--- config.mk ---
export PLATFORM = sky130hd
export DESIGN_NAME = tile_feeder
export DESIGN_NICKNAME = d
export VERILOG_FILES = /design/src/rtl/tile_feeder.sv
export SDC_FILE = /design/constraint.sdc
export NUM_CORES = 1
export LEC_CHECK = 0
export ABC_AREA = 1
export BUFFER_PORTS_ARGS = -buffer_cell sky130_fd_sc_hd__clkbuf_2
export CAP_MARGIN = 20
export CORE_MARGIN = 10
export CORE_UTILIZATION = 25
export DETAILED_ROUTE_END_ITERATION = 12
export HOLD_SLACK_MARGIN = 0.15
export MAX_ROUTING_LAYER = met4
export PLACE_DENSITY = 0.41
export SETUP_SLACK_MARGIN = 0.5
export SLEW_MARGIN = 20
export SYNTH_ARGS = -nofsm -noshare
export SYNTH_HDL_FRONTEND = slang
export SYNTH_SLANG_ARGS = --single-unit
--- constraint.sdc ---
create_clock -name clk_i -period 1.2 [get_ports clk_i]
set_clock_uncertainty 0.05 [all_clocks]
set_input_delay 0.12 -clock clk_i [delete_from_list [all_inputs] [get_ports clk_i]]
set_output_delay 0.12 -clock clk_i [all_outputs]
set_load 0.005 [all_outputs]
--- src/rtl/tile_feeder.sv ---
// tile_feeder: skews activation columns into a systolic array's row-0 PEs and sequences one tile.
// Define FEEDER_PERF_EN to build the STREAM bubble counter behind stall_cnt_o.
module tile_feeder #(
    parameter int ROWS         = 4,
    parameter int DATA_WIDTH   = 8,
    parameter int K_MAX        = 16,
    parameter int DRAIN_CYCLES = 7
) (
    input  logic                       clk_i,
    input  logic                       rst_ni,
    input  logic                       start_i,
    input  logic                       in_valid_i,
    output logic                       in_ready_o,
    input  logic [ROWS*DATA_WIDTH-1:0] in_data_i,
    input  logic                       in_last_i,
    output logic [ROWS*DATA_WIDTH-1:0] a_row_o,
    output logic                       adv_o,
    output logic                       reset_sys_o,
    output logic                       busy_o,
    output logic                       tile_done_o,
    output logic                       overrun_o,
    output logic [15:0]                stall_cnt_o
);
    localparam int CW = $clog2(K_MAX + 1);
    localparam int FW = $clog2(DRAIN_CYCLES + 1);
    typedef enum logic [2:0] {IDLE, CLEAR, STREAM, FLUSH, DONE} state_e;
    state_e state_q, state_d;
    logic [CW-1:0] cnt_q, cnt_d;
    logic [FW-1:0] fl_q, fl_d;
    logic overrun_q, overrun_d, reset_sys_q, accept, term;
    assign accept      = in_valid_i & in_ready_o;
    assign adv_o       = accept;
    // a tile ends on in_last or on the beat that reaches K_MAX
    assign term        = accept & (in_last_i | (cnt_q == CW'(K_MAX - 1)));
    assign overrun_o   = overrun_q;
    assign reset_sys_o = reset_sys_q;
    always_ff @(posedge clk_i or negedge rst_ni) begin
        if (!rst_ni) state_q <= IDLE;
        else         state_q <= state_d;
    end
    always_comb begin
        state_d = state_q;
        case (state_q)
            IDLE:    state_d = start_i ? CLEAR : IDLE;
            CLEAR:   state_d = STREAM;
            STREAM:  state_d = term ? FLUSH : STREAM;
            FLUSH:   state_d = (fl_q == FW'(DRAIN_CYCLES - 1)) ? DONE : FLUSH;
            DONE:    state_d = IDLE;
            default: state_d = IDLE;
        endcase
    end
    always_comb begin
        in_ready_o  = state_q == STREAM;
        busy_o      = state_q != IDLE;
        tile_done_o = state_q == DONE;
    end
    always_comb begin
        cnt_d     = (state_q == CLEAR) ? '0 : accept ? cnt_q + CW'(1) : cnt_q;
        fl_d      = (state_q == FLUSH) ? fl_q + FW'(1) : '0;
        overrun_d = (state_q == CLEAR) ? 1'b0 : overrun_q | (term & ~in_last_i);
    end
    always_ff @(posedge clk_i or negedge rst_ni) begin
        if (!rst_ni) begin
            cnt_q       <= '0;
            fl_q        <= '0;
            overrun_q   <= 1'b0;
            reset_sys_q <= 1'b0;
        end else begin
            cnt_q       <= cnt_d;
            fl_q        <= fl_d;
            overrun_q   <= overrun_d;
            reset_sys_q <= state_d == CLEAR;
        end
    end
    // row r is delayed r+1 cycles; idle cycles shift in zeros
    for (genvar r = 0; r < ROWS; r++) begin : g_row
        logic [DATA_WIDTH-1:0] pipe_q [r+1];
        always_ff @(posedge clk_i or negedge rst_ni) begin
            if (!rst_ni) begin
                for (int k = 0; k <= r; k++) pipe_q[k] <= '0;
            end else begin
                pipe_q[0] <= accept ? in_data_i[r*DATA_WIDTH +: DATA_WIDTH] : '0;
                for (int k = 1; k <= r; k++) pipe_q[k] <= pipe_q[k-1];
            end
        end
        assign a_row_o[r*DATA_WIDTH +: DATA_WIDTH] = pipe_q[r];
    end
`ifdef FEEDER_PERF_EN
    logic [15:0] stall_q;
    always_ff @(posedge clk_i or negedge rst_ni) begin
        if (!rst_ni)                                                  stall_q <= '0;
        else if (state_q == CLEAR)                                    stall_q <= '0;
        else if (state_q == STREAM && !in_valid_i && stall_q != 16'hFFFF) stall_q <= stall_q + 16'd1;
    end
    assign stall_cnt_o = stall_q;
`else
    assign stall_cnt_o = '0;
`endif
endmodule

==> results.txt, run 1 <==
PnR worst setup slack -> -0.185 ns
Pwr dens -> 1910 nW/um2
Final instance area -> 4800 um2
Count of pins over their slew limit -> 0
CORE AREA -> 13,800 um2
Status -> finished, violations left
Worst path cell trace -> inv_2 > buf_6 > nand2_4 > nor2_4 > buf_6
Flop pwr share -> 0.429
Starting Density -> 0.253
Synth unique cells -> 21
CP max stage delay -> 0.37 ns
Detailed Routing Iterations Pass 1 -> 4
Clk Latency, worst-skew pair -> 0.34 ns
TritonCTS clock tree -> done
Storage element area -> 2330 um2
Synthesized area per cell -> 13.5 um2
Yosys reg bits -> 93
Antenna-violating nets left -> 0
Row cnt -> 43
Filler Cell Count -> 1,416
Crit Path Max Fanout -> 4
RSZ-0062 raised after global routing -> true
Gr usage total -> 0.0737
Synthesized instance count -> 259
RR Startpoint -> state_q[2]
Maximum operating frequency -> 722 MHz
DR WL/cell -> 11.5 um
N_diodes -> 0
Die area -> 19,100 um2
Initial antenna violation count -> 0
Routability cong. -> 0.691
Setup Viol. Count Final -> 48
Clock group share of total power -> 0.298
Final min period -> 1.38 ns
Final hold viol count -> 4
Area of the mapped netlist -> 3490 um2
YS warnings -> 0
Seq/Total Area, Yosys -> 0.667
Most common cell after layout, fill and taps aside -> dfrtp_1
Startpoint types -> register
Hpwl dp -> 4.59 mm
Total gr overflow -> 0
Worst Path Arrival -> 1.21 ns
# clock sinks -> 93
Vias in the first global route -> 2,164
CTS buffer count -> 9
Worst endpoint required time -> 1.03 ns
Switch share -> 0.287
Failing checks -> negative hold slack, negative setup slack
DRT iter0 DRCs -> 81
Most frequent cells in the layout -> 92 x dfrtp_1, 43 x clkbuf_2, 40 x inv_1
Reg2Reg Depth -> 8
Worst Setup SP -> state_q[2]
Internal power -> 0.00653 W
First-pass GRT wire length -> 10.8 mm
CP endpoint -> in_ready_o
Fin cells -> 557
Nets -> 413
Worst hold slack -> -0.0178 ns
IO Pins -> 91
Multi-input gate area -> 769 um2
Worst Hold Class -> primary input to register
Crit-path slowest cell -> dfrtp_1
Type of the worst setup path -> register to output port
Area Overhead vs Synth -> 37.5%
Via density -> 3.50
Vias -> 1,952
Die Y -> 138 um
Net Sw Power -> 0.00262 W
# placed instances -> 499
Maximum VDD drop -> 613 uV
PortBufs -> 74
Share of cells above drive strength 1 -> 0.462
Reg2reg setup slack -> -0.09 ns
CTS root buffer -> clkbuf_16
Maximum clock insertion buffer count -> 2
Largest net degree at the start of global routing -> 40
Most numerous cell on the critical path -> buf_6
Dpl cell area -> 3990 um2
MaxCap Viol Count -> 0
Clock Pin Slew Worst Setup and Hold Paths -> 0.06 ns
Total Wirelength -> 6.40 mm
H-tree depth -> 3
Leak -> 2.53 nW
Combinational Power Share -> 0.273
DR DRC count -> 0
Final worst-path cycle share -> 1.15
R2R Path End -> cnt_q[2]
Die width -> 138 um
CP endpoint kind -> output port
==> how the worst min path moves through the flow <==
stage                     endpoint  cells past startpoint  slack (ns)          start
5_1_grt        g_row[1].pipe_q[14]                      3       -0.03  in_data_i[14]
2_1_floorplan          a_row_o[10]                      0       -0.23         rst_ni
6_report       g_row[1].pipe_q[14]                      3       -0.02  in_data_i[14]
3_3_place_gp           a_row_o[26]                      1       -0.10         rst_ni
4_1_cts                 state_q[0]                      3       -0.05      in_last_i
3_5_place_dp           a_row_o[26]                      1       -0.11         rst_ni
==> cell usage after synthesis <==
| cell | number | area (um2) |
|---|---|---|
| nor2_4 | 31 | 349 |
| inv_2 | 2 | 7.51 |
| conb_1 | 1 | 3.75 |
| nand2_1 | 12 | 45.0 |
| o21ai_0 | 5 | 25.0 |
| nor3_1 | 1 | 5.00 |
| or2_2 | 1 | 6.26 |
| ha_1 | 4 | 50.1 |
| nand3_2 | 1 | 10.0 |
| inv_6 | 1 | 8.76 |
| inv_1 | 42 | 158 |
| nand3_4 | 1 | 17.5 |
| nand4_1 | 3 | 18.8 |
| buf_12 | 3 | 60.1 |
| dfrtp_1 | 93 | 2330 |
| xnor2_1 | 1 | 8.76 |
| nand3_1 | 6 | 30.0 |
| nor2_8 | 1 | 20.0 |
| nor2_1 | 9 | 33.8 |
| a21oi_1 | 1 | 5.00 |
| buf_4 | 40 | 300 |
==> registers in the layout (all words and copies together), names as in the netlist <==
register,flops
a_row_o,24
g_row.pipe_q,56
cnt_q,5
fl_q,3
reset_sys_o,1
overrun_o,1
state_q,3
==> power groups by stage <==
stage / Clock [W] / Sequential (W) / Combinational [W]
floorplan: 0 / 0.00398 / 0.00134
global placement: 0 / 0.00399 / 0.00189
detailed placement: 0 / 0.00401 / 0.00191
CTS: 0.00283 / 0.00396 / 0.00234
global route: 0.00298 / 0.00399 / 0.00274
finish: 0.00272 / 0.00393 / 0.00250
==> critical path, delay by kind of cell (launching register included) <==
kind	cells	cell delay, ns
DFF	1	0.37
buffers and inverters	3	0.34
and+or+nand+nor	2	0.16
==> layer usage <==
metal	part of all wire	track usage
met1	0.42	0.0809
met2	0.48	0.108
met3	0.073	0.0363
met4	0.023	0.0400
met5	0	-
==> metrics by stage <==
step	setup WS, ns	power (W)	setup TNS [ns]	hold slack (ns)	util
final	-0.185	0.00915	-2.38	-0.0178	0.348
after global routing	-0.251	0.00971	-5.72	-0.0257	0.348
after CTS	-0.219	0.00913	-3.30	-0.0466	0.343
after detailed placement	-0.0388	0.00592	-0.102	-0.105	0.290
after global placement	-0.0111	0.00588	-0.0111	-0.103	0.290
after floorplan	0.00274	0.00531	0	-0.226	-
==> layout make-up <==
cell class / count / share of cell area
flip-flops and latches: 93 / 0.485
repair buffers: 130 / 0.209
multi-input cells: 93 / 0.160
clock buffers: 14 / 0.0571
well taps: 180 / 0.0469
inverters: 45 / 0.0383
clock inverters: 2 / 0.00339
==> logic make-up after synthesis <==
logic type	count (synthesis)	share of synthesized area
buffers and inverters	88	0.153
DFF	93	0.667
xor gates and xnor gates	1	0.00251
other	1	0.00107
adders and majority gates	4	0.0143
and+or+nand+nor	66	0.153
AOI/OAI and AO/OA	6	0.00860
==> repair_timing <==
item	4_1_cts	5_1_grt
pin swaps	12	9
hold endpoints to repair	128	100
resized for setup	22	39
cloned	1	0
endpoints found under the setup margin	83	173
setup buffers	7	5
hold buffers	29	1
No activity file was read; power rests on OpenSTA's default activity.
==> inputs of run 2 (changes only) <==
--- a/config.mk
+++ b/config.mk
@@ -6,14 +6,14 @@
 export NUM_CORES = 1
 export LEC_CHECK = 0
 export ABC_AREA = 1
-export BUFFER_PORTS_ARGS = -buffer_cell sky130_fd_sc_hd__clkbuf_2
 export CAP_MARGIN = 20
-export CORE_MARGIN = 10
+export CORE_MARGIN = 2
 export CORE_UTILIZATION = 25
 export DETAILED_ROUTE_END_ITERATION = 12
+export DONT_BUFFER_PORTS = 1
 export HOLD_SLACK_MARGIN = 0.15
 export MAX_ROUTING_LAYER = met4
-export PLACE_DENSITY = 0.41
+export PLACE_DENSITY = 0.36
 export SETUP_SLACK_MARGIN = 0.5
 export SLEW_MARGIN = 20
 export SYNTH_ARGS = -nofsm -noshare
==> constraint.sdc (replaced) <==
create_clock -name clk_i -period 1.2 [get_ports clk_i]
set_clock_uncertainty 0.05 [all_clocks]
set_input_delay 0.12 -clock clk_i [delete_from_list [all_inputs] [get_ports clk_i]]
set_output_delay 0.12 -clock clk_i [all_outputs]
set_load 0.01 [all_outputs]
==> results.txt, run 2 (synthesis results as in run 1) <==
Nets -> 343 (-17%)
Clock Pin Slew Worst Setup and Hold Paths -> 0.07 ns (about the same)
Startpoint types -> register
Vias -> 1,716 (-12%)
Setup Viol. Count Final -> 26 (-46%)
Leak -> 2.20 nW (-13%)
CTS root buffer -> clkbuf_16
Most frequent cells in the layout -> 92 x dfrtp_1, 40 x inv_1, 34 x nor2_4, 34 x dlygate4sd3_1, 16 x conb_1
Internal power -> 0.00669 W (+2.5%)
Via density -> 3.52 (+0.55%)
Combinational Power Share -> 0.232 (-0.041)
TritonCTS clock tree -> done
Place WS -> -0.0749 ns (-0.0361 ns)
Hold-fix buffers, CTS -> 34 (+17%)
Routability cong. -> 0.730 (+5.6%)
Maximum clock insertion buffer count -> 2 (unchanged)
Maximum VDD drop -> 939 uV (+53%)
Starting Density -> 0.253 (unchanged)
Clock group share of total power -> 0.334 (+0.036)
Die Y -> 122 um (-12%)
Final worst-path cycle share -> 1.13 (-0.0219)
MaxCap Viol Count -> 0 (unchanged)
Vias in the first global route -> 1,719 (-21%)
DRT iter0 DRCs -> 61 (-25%)
Worst Setup SP -> state_q[2]
RR Startpoint -> state_q[1]
Row cnt -> 43 (unchanged)
Total Wirelength -> 5.54 mm (-13%)
Filler Cell Count -> 1,409 (-0.49%)
Clk Latency, worst-skew pair -> 0.34 ns (about the same)
Initial antenna violation count -> 0 (unchanged)
PortBufs -> 0 (-100%)
RSZ-0062 raised after global routing -> true
N_diodes -> 0 (unchanged)
Type of the worst setup path -> register to output port
Final hold viol count -> 95 (+91)
# clock sinks -> 93 (unchanged)
CORE AREA -> 13,800 um2 (unchanged)
IO Pins -> 91 (unchanged)
Max reg flops -> 56 (unchanged)
Gr usage total -> 0.0844 (+0.0107)
Pwr dens -> 2100 nW/um2 (+9.9%)
CP endpoint -> in_ready_o
Worst endpoint required time -> 1.03 ns (about the same)
CP endpoint kind -> output port
Count of pins over their slew limit -> 0 (unchanged)
Crit Path Max Fanout -> 4 (unchanged)
Die area -> 14,900 um2 (-22%)
Maximum operating frequency -> 736 MHz (+1.9%)
Area Overhead vs Synth -> 28.1%
Fin Setup TNS -> -1.47 ns (+0.908 ns)
Antenna-violating nets left -> 0 (unchanged)
Flop pwr share -> 0.434 (+0.005)
Most common cell after layout, fill and taps aside -> dfrtp_1
H-tree depth -> 3 (unchanged)
# placed instances -> 424 (-15%)
Largest reg by FF count -> g_row.pipe_q
Worst hold slack -> -0.581 ns (-0.563 ns)
CTS buffer count -> 9 (unchanged)
First-pass GRT wire length -> 8.94 mm (-17%)
Dpl cell area -> 3580 um2 (-10%)
Worst Path Arrival -> 1.19 ns (-0.02 ns)
Final min period -> 1.36 ns (-0.0263 ns)
Hpwl dp -> 3.22 mm (-30%)
Switch share -> 0.286 (-0.000880)
DR DRC count -> 0 (unchanged)
Multi-input gate area -> 752 um2 (-2.3%)
PnR worst setup slack -> -0.158 ns (+0.0263 ns)
Net Sw Power -> 0.00268 W (+2.1%)
Status -> finished, violations left
Die width -> 122 um (-12%)
Largest net degree at the start of global routing -> 94 (+140%)
Storage element area -> 2330 um2 (unchanged)
Worst Hold Class -> primary input to asynchronous set/reset pin
R2R Path End -> cnt_q[0]
Failing checks -> negative hold slack, negative setup slack
Share of cells above drive strength 1 -> 0.322 (-0.139)
Fin cells -> 487 (-13%)
Reg2Reg Depth -> 7 (-1)
Reg2reg setup slack -> -0.12 ns (-0.03 ns)
DR WL/cell -> 11.4 um (-0.98%)
Detailed Routing Iterations Pass 1 -> 4 (unchanged)
Total gr overflow -> 0 (unchanged)
Final instance area -> 4470 um2 (-6.9%)
-- run 2: changes by cell type in the layout (fill, tap and decap cells not counted), sizes merged --
cell	delta
buf	-33
bufinv	+2
clkbuf	-47
dlygate4sd3	+5
inv	+3
-- run 2: metrics by stage --
step | hold slack (ns) | utilization | total power [W]
final | -0.581 | 0.324 | 0.00937
after global routing | -0.607 | 0.324 | 0.00993
after CTS | -0.608 | 0.320 | 0.00943
after detailed placement | -0.224 | 0.260 | 0.00569
after global placement | -0.224 | 0.260 | 0.00567
after floorplan | -0.226 | - | 0.00541
-- run 2: worst min path at each step --
stage                     endpoint  cells past startpoint  slack, ns
2_1_floorplan          a_row_o[10]                      0      -0.23
3_3_place_gp           a_row_o[21]                      0      -0.22
3_5_place_dp   g_row[2].pipe_q[13]                      0      -0.22
4_1_cts                a_row_o[13]                      0      -0.61
5_1_grt        g_row[1].pipe_q[13]                      0      -0.61
6_report               a_row_o[13]                      0      -0.58
-- run 2: repair_timing --
| action | in CTS | in global routing |
|---|---|---|
| hold endpoints to repair | 128 | 95 |
| setup buffers | 7 | 4 |
| resized for setup | 18 | 9 |
| pin swaps | 7 | 12 |
| cloned | 2 | 0 |
| endpoints found under the setup margin | 83 | 83 |
-- run 2: area by class of cell --
type                            instances  share of cell area
Clock buffer                           10              0.0535
Clock inverter                          6              0.0210
Inverter                               45              0.0406
Multi-Input combinational cell         93               0.168
Sequential cell                        93               0.521
Tap cell                              180              0.0504
Timing Repair Buffer                   59               0.143
Timing Repair inverter                  1             0.00196
-- run 2: power groups by stage --
stage                     Sequential, W  Combinational, W  Clock, W
after floorplan                 0.00400           0.00141         0
after global placement          0.00413           0.00154         0
after detailed placement        0.00414           0.00155         0
after CTS                       0.00409           0.00205   0.00329
after global routing            0.00414           0.00237   0.00343
final                           0.00407           0.00217   0.00313
-- run 2: layer usage --
metal  vias to the layer above  wire (um)  global-route usage  part of all wire
li1                        797          -                   -                 -
met1                       849       2480               0.105              0.45
met2                        56       2590               0.114              0.47
met3                        14        271              0.0257             0.049
met4                         0        199              0.0625             0.036
met5                         -          0                   -                 0
-- run 2: critical path: stages (launching register included) --
cell,delay [ns]
dfrtp_1,0.37
inv_2,0.10
buf_6,0.12
nand2_4,0.05
nor2_4,0.09
buf_6,0.11
